File: src/rtl/fpu_pkg.sv
// Shared encodings for the FPU issue controller: op codes, FSM states and op latency lookup.
package fpu_pkg;

  localparam logic [1:0] OP_ADD = 2'd0;
  localparam logic [1:0] OP_SUB = 2'd1;
  localparam logic [1:0] OP_MUL = 2'd2;
  localparam logic [1:0] OP_CMP = 2'd3;

  localparam int unsigned CNT_W = 8;

  typedef enum logic [1:0] {
    StIdle = 2'd0,
    StExec = 2'd1,
    StHold = 2'd2
  } state_e;

  function automatic logic [CNT_W-1:0] op_latency(input logic [1:0]  op,
                                                  input int unsigned lat_addsub,
                                                  input int unsigned lat_mul);
    case (op)
      OP_ADD, OP_SUB: return CNT_W'(lat_addsub);
      OP_MUL:         return CNT_W'(lat_mul);
      default:        return CNT_W'(1);
    endcase
  endfunction

endpackage

File: src/rtl/fpu_lat_counter.sv
// Loadable down-counter that paces an FPU operation; saturates at zero.
module fpu_lat_counter
  import fpu_pkg::*;
#(
  parameter int unsigned Width = CNT_W
) (
  input  logic             clk_i,
  input  logic             rst_i,
  input  logic             load_i,
  input  logic [Width-1:0] load_val_i,
  input  logic             dec_i,
  output logic [Width-1:0] count_o
);

  logic [Width-1:0] cnt_q;

  always_ff @(posedge clk_i) begin
    if (rst_i) begin
      cnt_q <= '0;
    end else if (load_i) begin
      cnt_q <= load_val_i;
    end else if (dec_i && (cnt_q != '0)) begin
      cnt_q <= cnt_q - Width'(1);
    end
  end

  assign count_o = cnt_q;

endmodule

File: src/rtl/fpu_issue_ctrl.sv
// Issues one request at a time to an external FPU, waits out its latency and
// presents the captured result with a valid/ready handshake.
module fpu_issue_ctrl
  import fpu_pkg::*;
#(
  parameter int unsigned LAT_ADDSUB = 3,
  parameter int unsigned LAT_MUL    = 2,
  parameter int unsigned TAG_W      = 4
) (
  input  logic             clk_i,
  input  logic             rst_i,
  input  logic             req_valid_i,
  output logic             req_ready_o,
  input  logic [1:0]       req_op_i,
  input  logic [31:0]      req_a_i,
  input  logic [31:0]      req_b_i,
  input  logic [TAG_W-1:0] req_tag_i,
  output logic [31:0]      fpu_a_o,
  output logic [31:0]      fpu_b_o,
  output logic [1:0]       fpu_sel_o,
  input  logic [31:0]      fpu_out_i,
  output logic             rsp_valid_o,
  input  logic             rsp_ready_i,
  output logic [31:0]      rsp_data_o,
  output logic [TAG_W-1:0] rsp_tag_o
);

  state_e           state_q;
  logic [31:0]      fpu_a_q;
  logic [31:0]      fpu_b_q;
  logic [1:0]       fpu_sel_q;
  logic [TAG_W-1:0] tag_q;
  logic             rsp_valid_q;
  logic [31:0]      rsp_data_q;

  logic [CNT_W-1:0] cnt;
  logic [CNT_W-1:0] load_val;
  logic             accept;
  logic             in_exec;
  logic             exec_done;

  // Ready in HOLD only on the consumer's handshake, so a new op never races the held result.
  always_comb begin
    req_ready_o = 1'b0;
    if (!rst_i) begin
      case (state_q)
        StIdle:  req_ready_o = 1'b1;
        StHold:  req_ready_o = rsp_ready_i;
        default: req_ready_o = 1'b0;
      endcase
    end
  end

  assign accept    = req_valid_i & req_ready_o;
  assign in_exec   = (state_q == StExec);
  assign exec_done = in_exec && (cnt <= CNT_W'(1));
  assign load_val  = op_latency(req_op_i, LAT_ADDSUB, LAT_MUL);

  fpu_lat_counter #(
    .Width(CNT_W)
  ) u_lat_counter (
    .clk_i     (clk_i),
    .rst_i     (rst_i),
    .load_i    (accept),
    .load_val_i(load_val),
    .dec_i     (in_exec),
    .count_o   (cnt)
  );

  always_ff @(posedge clk_i) begin
    if (rst_i) begin
      state_q     <= StIdle;
      fpu_a_q     <= '0;
      fpu_b_q     <= '0;
      fpu_sel_q   <= '0;
      tag_q       <= '0;
      rsp_valid_q <= 1'b0;
      rsp_data_q  <= '0;
    end else begin
      // Operands only move on acceptance; they stay put through EXEC and IDLE.
      if (accept) begin
        fpu_a_q   <= req_a_i;
        fpu_b_q   <= req_b_i;
        fpu_sel_q <= req_op_i;
        tag_q     <= req_tag_i;
      end
      unique case (state_q)
        StIdle: begin
          if (accept) state_q <= StExec;
        end
        StExec: begin
          if (exec_done) begin
            rsp_data_q  <= fpu_out_i;
            rsp_valid_q <= 1'b1;
            state_q     <= StHold;
          end
        end
        StHold: begin
          if (rsp_ready_i) begin
            rsp_valid_q <= 1'b0;
            state_q     <= accept ? StExec : StIdle;
          end
        end
        default: state_q <= StIdle;
      endcase
    end
  end

  assign fpu_a_o     = fpu_a_q;
  assign fpu_b_o     = fpu_b_q;
  assign fpu_sel_o   = fpu_sel_q;
  assign rsp_valid_o = rsp_valid_q;
  assign rsp_data_o  = rsp_data_q;
  assign rsp_tag_o   = tag_q;

endmodule

File: config.mk
export PLATFORM = sky130hd
export DESIGN_NAME = fpu_issue_ctrl
export DESIGN_NICKNAME = d
export VERILOG_FILES = /design/src/rtl/fpu_pkg.sv /design/src/rtl/fpu_lat_counter.sv /design/src/rtl/fpu_issue_ctrl.sv
export SDC_FILE = /design/constraint.sdc
export NUM_CORES = 1
export LEC_CHECK = 0
export BUFFER_PORTS_ARGS = -buffer_cell sky130_fd_sc_hd__buf_4
export CELL_PAD_IN_SITES_DETAIL_PLACEMENT = 1
export CELL_PAD_IN_SITES_GLOBAL_PLACEMENT = 2
export CORE_UTILIZATION = 25
export CTS_CLUSTER_SIZE = 30
export DETAILED_ROUTE_END_ITERATION = 10
export GPL_ROUTABILITY_DRIVEN = 0
export HOLD_SLACK_MARGIN = 0.1
export PLACE_DENSITY_LB_ADDON = 0.12
export SLEW_MARGIN = 20
export SYNTH_ARGS = -nofsm -noshare
export SYNTH_HDL_FRONTEND = slang
export SYNTH_SLANG_ARGS = --single-unit
File: constraint.sdc
create_clock -name clk_i -period 2.8 [get_ports clk_i]
set_input_delay 0.42 -clock clk_i [delete_from_list [all_inputs] [get_ports clk_i]]
set_output_delay 0.42 -clock clk_i [all_outputs]
set_load 0.1 [all_outputs]
Yosys cells after proc, flatten, opt, wreduce, memory -nomap -nowiden
Index checks and enable logic that the tools add are counted.
- register bits after elaboration: 113
- bits in latches: 0
- RAM bits: 0
- ROM bits: 0
- output and inout bits: 104
- memories kept: 0
- add/sub/neg operators: 1
- multipliers: 0
- divide/modulo/power cells: 0
- order comparisons: 1
- eq/ne operators: 7
- shift operators: 0
- muxes and demuxes: 13
- bitwise gates (word level): 1
- reductions and logical operators: 11
- operators by type and width (operator ; count):
    8-bit 2-to-1 mux ; 2
    8-bit by 1-bit less-or-equal comparator with 1-bit output (second input constant) ; 1
    8-bit nonzero test ; 1
    8-bit by 1-bit subtractor with 8-bit output (second input constant) ; 1
    2-bit 2-to-1 mux ; 3
    2-bit case mux with 3 select lines ; 1
    3-bit AND reduction ; 2
    2-bit by 1-bit equality test with 1-bit output (second input constant) ; 2
    2-bit equality test (second input constant) ; 2
    2-bit zero test ; 2
    1-bit 2-to-1 mux ; 4
    2-bit inequality test (second input constant) ; 2
    1-bit case mux with 2 select lines ; 2
    2-bit case mux with 2 select lines ; 1
    2-bit nonzero test ; 2
    1-bit logical AND ; 2
    2-bit by 1-bit inequality test with 1-bit output (second input constant) ; 1
    2-bit AND reduction ; 1
    2-bit OR reduction ; 1
    1-bit AND ; 1

Longest topological paths before layout
Gate-level depths: netlist (run 1).
- depth in word-level cells: 7
- mapped depth: 8
- mapped depth without buffers: 6

Modules after synthesis
A second synthesis (run 1) with hierarchy kept.
- cell total of the unflattened synthesis: 446
- area total of the unflattened synthesis: 4798.4 sq um
- modules (own cells, without submodules) (module ; times used ; cells an instance ; area an instance (sq um)):
    fpu_issue_ctrl ; 1 ; 386 ; 4300.4
    fpu_lat_counter ; 1 ; 60 ; 498.0

Worst setup path before layout (run 1)
Ideal clock, no wire load.
- path kind: register -> register
- start: reg u_lat_counter.cnt_q[4], in the netlist u_lat_counter.count_o[4]
- end: reg rsp_data_q[10], in the netlist rsp_data_o[10]
- setup time: 128 ps
- arrival: 1840 ps
- slack: 833 ps
- cell stages (with the launch flop): 8
- path buffers: 3
- cell sequence: dfxtp_1 or3_1 buf_2 or4_1 buf_6 buf_6 mux2i_1 nor2_1
- cells in the longest elaborated chain, start to end: 3
- ends and longest elaborated chain (element ; line ; text):
    start: declaration ; fpu_lat_counter.sv:15 ; logic [Width-1:0] cnt_q;
    start signal: assignment ; fpu_lat_counter.sv:21 ; cnt_q <= load_val_i;
    start signal: assignment ; fpu_lat_counter.sv:23 ; cnt_q <= cnt_q - Width'(1);
    8-bit by 1-bit less-or-equal comparator with 1-bit output ; fpu_issue_ctrl.sv:56 ; assign exec_done = in_exec && (cnt <= CNT_W'(1));
    1-bit logical AND ; fpu_issue_ctrl.sv:56 ;
    2-bit AND reduction (no line) ; -- ;
    end signal: assignment ; fpu_issue_ctrl.sv:93 ; rsp_data_q <= fpu_out_i;
    end: declaration ; fpu_issue_ctrl.sv:34 ; logic [31:0] rsp_data_q;
Every way passes these cells.
A chain may end at the register's enable or synchronous reset.

Worst setup path after layout (run 1)
- start: reg u_lat_counter.cnt_q[4], in the netlist u_lat_counter.count_o[4]
- end: reg rsp_data_q[22], in the netlist rsp_data_o[22]
The elaborated chain is that of the path after synthesis.

==> results of run 1 <==
==> worst min path at each step <==
| stage | startpoint | to | slack, ps | cells past startpoint |
|---|---|---|---|---|
| floorplan | u_lat_counter.count_o[6] | u_lat_counter.count_o[6] | 450 | 2 |
| global route | req_a_i[16] | fpu_a_o[16] | 200 | 3 |
| finish | req_b_i[9] | fpu_b_o[9] | 200 | 3 |
| detailed placement | rsp_valid_o | rsp_valid_o | 470 | 2 |
| CTS | req_a_i[27] | fpu_a_o[27] | 180 | 3 |
| global placement | rsp_valid_o | rsp_valid_o | 450 | 2 |
==> metal layers <==
metal	wire length [µm]	GRT usage [%]	up-vias
li1	-	-	1972
met1	5340	16.2	1802
met2	6200	25.3	128
met3	915	5.48	18
met4	223	6.96	0
met5	0	0	-
==> layout make-up <==
class	instances	area (µm²)	share of cell area, %
tap	220	275	4.19
sequential	113	2260	34.4
multi-input combinational	328	1850	28.2
inverter	3	11.3	0.171
clock inverter	6	55.1	0.838
clock buffer	25	495	7.54
timing repair buffer	214	1620	24.6
==> cells in the mapped netlist (2+ instances only) <==
library cell and n:
o21ai_0 70, dfxtp_1 113, or4_1 4, xor2_1 2, buf_6 4, a21oi_1 4
o31ai_1 2, inv_1 3, nor2_1 40, o2111ai_1 2, nor3_1 2, nand2b_1 73
nand2_1 75, mux2i_1 32, ha_1 3, or3_1 2, o211ai_1 3, clkbuf_1 28
==> worst max-delay path: stages (launching register included) <==
cell     delay, ps
dfxtp_1        350
or3_1          510
or4_2          690
buf_4          330
mux2i_1        230
nor2_1          60
==> flip-flops by register name, summed over array words and instances (netlist names) <==
signal / flops
rsp_data_o: 32
state_q: 2
fpu_a_o: 32
rsp_tag_o: 4
u_lat_counter.count_o: 8
rsp_valid_o: 1
fpu_b_o: 32
fpu_sel_o: 2
==> cell families after synthesis <==
group	synth area share, %
buffers and inverters	3.89
flip-flops	52.9
AND/OR/NAND/NOR	23.3
AO/OA/AOI/OAI	11.1
adder cells (fa/ha/maj)	0.878
multiplexers	7.49
XOR/XNOR	0.410
==> stage by stage <==
step,utilization (%),instances,worst slack (ps)
floorplan,-,477,833
global placement,36.2,878,564
detailed placement,36.2,878,483
CTS,39.5,909,480
global route,39.5,909,355
finish,39.5,909,498
==> power groups by stage <==
stage | Clock [W] | Combinational (W) | Sequential, W
floorplan | 0 | 0.000463 | 0.00315
global placement | 0 | 0.00214 | 0.00194
detailed placement | 0 | 0.00217 | 0.00195
CTS | 0.00210 | 0.00218 | 0.00192
global route | 0.00216 | 0.00225 | 0.00194
finish | 0.00202 | 0.00216 | 0.00191
==> metrics.md, run 1 <==
| Metric | Value |
|---|---|
| Routed WL | 12.7 mm |
| Fin crit period | 2300 ps |
| Part of the power in registers | 31.4% |
| Vias | 3920 |
| Worst setup SP type | flop |
| DIE AREA | 17600 µm² |
| Switching Share | 40.6% |
| Number of synthesized register bits | 113 |
| Fillers | 1944 |
| Largest net degree at the start of global routing | 74 |
| CTS hold repair buffers | 0 |
| Clock sinks | 113 |
| Cells after Synth | 477 |
| CTS Buf Count | 17 |
| Critical path origin | u_lat_counter.count_o[4] |
| Reg2Reg Capture Point | rsp_data_o[22] |
| Die Span X | 133 µm |
| Worst Max-Slew Pin Slew | 701 ps |
| Most frequent cells in the layout | buf_4, dfxtp_1, nand2_1 |
| Area share of the largest cell type after synthesis | 52.9% |
| Area contributors post-synth | dfxtp_1, nand2b_1, o21ai_0, mux2i_1, nand2_1 |
| R2r worst-path depth | 5 |
| Total negative setup slack | 0 ps |
| Layout Area Growth over Synthesis | 53.7% |
| Drt drc | 0 |
| Register area share after synthesis | 52.9% |
| Area leader, netlist | dfxtp_1 |
| Tightest Hold Check Type | in -> reg |
| Syn Area/Cell | 8.96 µm² |
| Power, Total | 0.00609 W |
| Initial antenna violation count | 0 |
| Final-stage net count | 786 |
| Worst EP required | 3080 ps |
| Switch Pwr | 0.00247 W |
| Global-route wire length before repair | 20.5 mm |
| Die Y | 133 µm |
| Worst R2R Setup Slack | 500 ps |
| Num rows | 47 |
| Fin area | 6570 µm² |
| Area of the mapped netlist | 4270 µm² |
| Max-slew violations | 0 |
| Hold Vio Cnt, Final | 0 |
| Post-DP Area | 6020 µm² |
| DR vias/cell | 4.31 |
| Worst hold slack | 205 ps |
| Core Area | 16600 µm² |
| Most common cell after layout, fill and taps aside | buf_4 |
| Asr flop ratio synth | 0% |
| # H-tree levels | 4 |
| Max cap viols | 0 |
| Clk Latency, worst-skew pair | 410 ps |
| Leakage power | 3.06 nW |
| DP HPWL | 8.87 mm |
| Post-CTS setup buffers | 0 |
| Crit end category | flop |
| Final setup viols | 0 |
| Gr usage total | 14.8% |
| 1st-iter DRT viols | 141 |
| Post-synth EDFFs | 0 |
| Worst r2r src | u_lat_counter.count_o[4] |
| Peak VDD IR | 396 µV |
| Reg clk slew, reported paths | 50 ps |
| FMAX | 434 MHz |
| Pint | 0.00362 W |
| CP max FO | 34 |
| Post_cts resized | 0 |
| Crit path DAT | 2580 ps |
| Antenna Violating Nets Remaining | 0 |
| Clock root buffer | clkbuf_16 |
| Clock Power Share | 33.2% |
| Pwr/cell area | 927 nW/µm² |
| CTS tree | built |
| Status | complete, no violations |
| Max_slew headroom | 53.3% |
| Initial Utilization | 25.7% |
| Routed length per instance | 13.9 µm |
| Setup Skew | 7.03 ps |
| Final Cycle Share | 82.2% |
| CTS Buffer Depth | 2 |
| Combinational power share | 35.4% |
| I/O pin cnt | 210 |
| Cell variety after synth | 33 |
| CP endpoint | rsp_data_o[22] |
| Syn_nets | 586 |
| Main synth FF type | dfxtp_1 |
| Vias in the first global route | 4120 |
| Number of antenna diodes | 0 |
| Worst Setup Path Type | reg -> reg |
| Drt first pass iters | 4 |
| Layout cells sized above 1 | 35.4% |
| RSZ-0062 raised after global routing | false |
| IO buf count | 209 |
| Syn. warnings | 0 |
| Grt total ovfl | 0 |
(Power assumes the default switching activity.)
==> run 2, diff against run 1 <==
--- a/config.mk
+++ b/config.mk
@@ -5,10 +5,11 @@
 export SDC_FILE = /design/constraint.sdc
 export NUM_CORES = 1
 export LEC_CHECK = 0
+export ABC_AREA = 1
 export BUFFER_PORTS_ARGS = -buffer_cell sky130_fd_sc_hd__buf_4
 export CELL_PAD_IN_SITES_DETAIL_PLACEMENT = 1
 export CELL_PAD_IN_SITES_GLOBAL_PLACEMENT = 2
-export CORE_UTILIZATION = 25
+export CORE_UTILIZATION = 23
 export CTS_CLUSTER_SIZE = 30
 export DETAILED_ROUTE_END_ITERATION = 10
 export GPL_ROUTABILITY_DRIVEN = 0
==> constraint.sdc (replaced) <==
create_clock -name clk_i -period 2.33 [get_ports clk_i]
set_input_delay 0.3495 -clock clk_i [delete_from_list [all_inputs] [get_ports clk_i]]
set_output_delay 0.3495 -clock clk_i [all_outputs]
set_load 0.1 [all_outputs]
==> run 2 against run 1 <==
  * Cell area is 0.53% lower
  * Die area is 4.2% higher
  * Critical path depth is 4 higher
  * Combinational power is 100% higher
  * Routed wire length is 8.6% higher
  * Cell count is 8.8% higher
  * Via count is 5.8% higher
  * Clock skew is 1.8 ps higher
  * Setup slack worse by 67 ps
==> metrics.md, run 2 <==
| Metric | Value |
|---|---|
| Antenna Violating Nets Remaining | 0 (unchanged) |
| Post_cts resized | 0 (unchanged) |
| DR vias/cell | 4.20 (-2.7%) |
| Peak VDD IR | 592 µV (+49%) |
| Layout cells sized above 1 | 34.0% (-1.4 points) |
| CTS hold repair buffers | 0 (unchanged) |
| Complex-gate fraction of the synthesized area | 4.94% (-6.1 points) |
| Area share of the largest cell type after synthesis | 55.2% (+2.2 points) |
| CP max-delay cell | nor2_4 |
| DP HPWL | 9.82 mm (+11%) |
| Hold Vio Cnt, Final | 0 (unchanged) |
| 1st-iter DRT viols | 119 (-16%) |
| Status | complete, no violations |
| Switch Pwr | 0.00457 W (+85%) |
| Final-stage net count | 860 (+9.4%) |
| Syn. warnings | 0 (unchanged) |
| Die Span X | 136 µm (+2.1%) |
| Layout Area Growth over Synthesis | 59.4% |
| Crit path DAT | 2240 ps (-340 ps) |
| I/O pin cnt | 210 (unchanged) |
| Final core occ | 37.7% (-1.8 points) |
| FMAX | 526 MHz (+21%) |
| Largest family of logic cells by synthesized area | simple AND/OR/NAND/NOR gates |
| Final setup viols | 0 (unchanged) |
| Grt total ovfl | 0 (unchanged) |
| Post-synth EDFFs | 0 (unchanged) |
| Max-slew violations | 0 (unchanged) |
| Asr flop ratio synth | 0% (unchanged) |
| Register area share after synthesis | 55.2% (+2.2 points) |
| Fin crit period | 1900 ps (-403 ps) |
| Crit end category | flop |
| Commonest cells post-synth | nand2_1, dfxtp_1, nand3_1, a21oi_1, nor2_1 |
| Synth Area in XOR/XNOR | 0% (-0.41 points) |
| Number of antenna diodes | 0 (unchanged) |
| Die Y | 136 µm (+2.1%) |
| Max_slew headroom | 44.3% (-9.0 points) |
| WP buf/inv | 3 (+2) |
| Area contributors post-synth | dfxtp_1, nand2_1, nand3_1, a21oi_1, nor2_1 |
| Pwr/cell area | 1490 nW/µm² (+61%) |
| Main synth FF type | dfxtp_1 |
| Reg clk slew, reported paths | 60 ps (about the same) |
| Post-CTS setup buffers | 0 (unchanged) |
| Total negative setup slack | 0 ps (unchanged) |
| Switching Share | 47.0% (+6.4 points) |
| Tightest Hold Check Type | in -> reg |
| Combinational power share | 45.0% (+9.6 points) |
| IO buf count | 209 (unchanged) |
| Worst EP required | 2670 ps (-410 ps) |
| Simple-Gate Fraction of Synth Area | 33.0% (+9.7 points) |
| Clock Power Share | 29.4% (-3.8 points) |
| CTS Buf Count | 17 (unchanged) |
| Syn_nets | 651 (+11%) |
| RSZ-0062 raised after global routing | false |
| CP Cell Sequence | inv_2, nor2_2, nor2_2, nand3_2, inv_2, nor2_4, buf_12, nand2_1, o21ai_0 |
| Cells after Synth | 542 (+14%) |
| Slowest stage delay, CP | 620 ps (-70 ps) |
| Core Area | 17400 µm² (+4.3%) |
| Global-route wire length before repair | 21.7 mm (+5.5%) |
| Post-synthesis mux area share | 0% (-7.5 points) |
| Routed length per instance | 13.9 µm (-0.22%) |
| Pint | 0.00516 W (+43%) |
| Setup Skew | 8.79 ps (+1.76 ps) |
| Clock root buffer | clkbuf_16 |
| Area leader, netlist | dfxtp_1 |
| Worst Max-Slew Pin Slew | 834 ps (+133 ps) |
| Gr usage total | 15.6% (+0.78 points) |
| CTS Buffer Depth | 2 (unchanged) |
| Post-Synth Adder-Cell Area | 0.915% (+0.037 points) |
| Most common cell after layout, fill and taps aside | nand2_1 |
| Num rows | 48 (+2.1%) |
| CP max FO | 41 (+21%) |
| Most numerous cell in the Yosys netlist | nand2_1 |
| Final Cycle Share | 81.5% (-0.69 points) |
| Largest net degree at the start of global routing | 71 (-4.1%) |
| Leakage power | 3.26 nW (+6.7%) |
| Syn Area/Cell | 7.56 µm² (-16%) |
| Max cap viols | 0 (unchanged) |
| Cell variety after synth | 20 (-39%) |
| Worst Setup Path Type | reg -> reg |
| DIE AREA | 18400 µm² (+4.2%) |
| Worst setup SP type | flop |
| Vias in the first global route | 4285 (+4.0%) |
| Drt first pass iters | 4 (unchanged) |
| Part of the power in registers | 25.6% (-5.8 points) |
| Initial Utilization | 23.6% (-2.1 points) |
| Routed WL | 13.8 mm (+8.6%) |
| Most frequent cells in the layout | nand2_1, buf_4, dfxtp_1 |
| # H-tree levels | 4 (unchanged) |
| CTS tree | built |
| Number of synthesized register bits | 113 (unchanged) |
| Vias | 4149 (+5.8%) |
| Critical path's top delay family | simple AND/OR/NAND/NOR gates |
| Drt drc | 0 (unchanged) |
| Area of the mapped netlist | 4100 µm² (-4.1%) |
| Initial antenna violation count | 0 (unchanged) |
| Clock sinks | 113 (unchanged) |
| Clk Latency, worst-skew pair | 410 ps (about the same) |
[run 2: kinds of logic after synthesis]
group | count (synthesis)
adders and majority gates | 3
DFF | 113
AOI/OAI and AO/OA | 40
buffers and inverters | 49
and+or+nand+nor | 337
[run 2: stage by stage]
stage	setup WS, ps	hold slack [ps]	power (W)	std cells	instance area (µm²)
after floorplan	732	460	0.00587	542	4100
after global placement	371	430	0.00689	957	5880
after detailed placement	302	438	0.00696	957	5880
after CTS	379	105	0.00988	989	6540
after global routing	201	109	0.0102	989	6540
final	430	127	0.00973	989	6540
[run 2: power groups by stage]
stage	sequential [W]	clock (W)	combinational, W
6_report	0.00249	0.00286	0.00438
5_1_grt	0.00254	0.00304	0.00463
4_1_cts	0.00250	0.00295	0.00442
3_5_place_dp	0.00253	0	0.00442
3_3_place_gp	0.00252	0	0.00437
2_1_floorplan	0.00471	0	0.00116
[run 2: tightest hold or removal path: cells and delay by family]
kind          cells  cell delay (ps)
simple gates      2               90
buf+inv           1               80
[run 2: path summary, 6_finish.rpt]
path          startpoint            to  slack (ps)  cells past startpoint
max           state_q[1]  fpu_sel_o[0]         430                      9
min           req_b_i[8]    fpu_b_o[8]         130                      3
max reg2reg   state_q[1]  fpu_sel_o[0]         430                      9
min reg2reg  fpu_a_o[12]   fpu_a_o[12]         450                      2
[run 2: layer usage]
metal  global-route usage [%]  routed length (µm)
met1                     16.0                5450
met3                     7.26                1080
met4                     5.24                 109
met2                     27.6                7110
met5                        0                   0
[run 2: final cells by class]
cell class              count  area, µm²
fillers                  2126      10800
flip-flops and latches    113       2260
repair buffers            218       1660
multi-input cells         380       1600
clock buffers              18        439
well taps                 225        282
clock inverters            14        211
inverters                  21       78.8
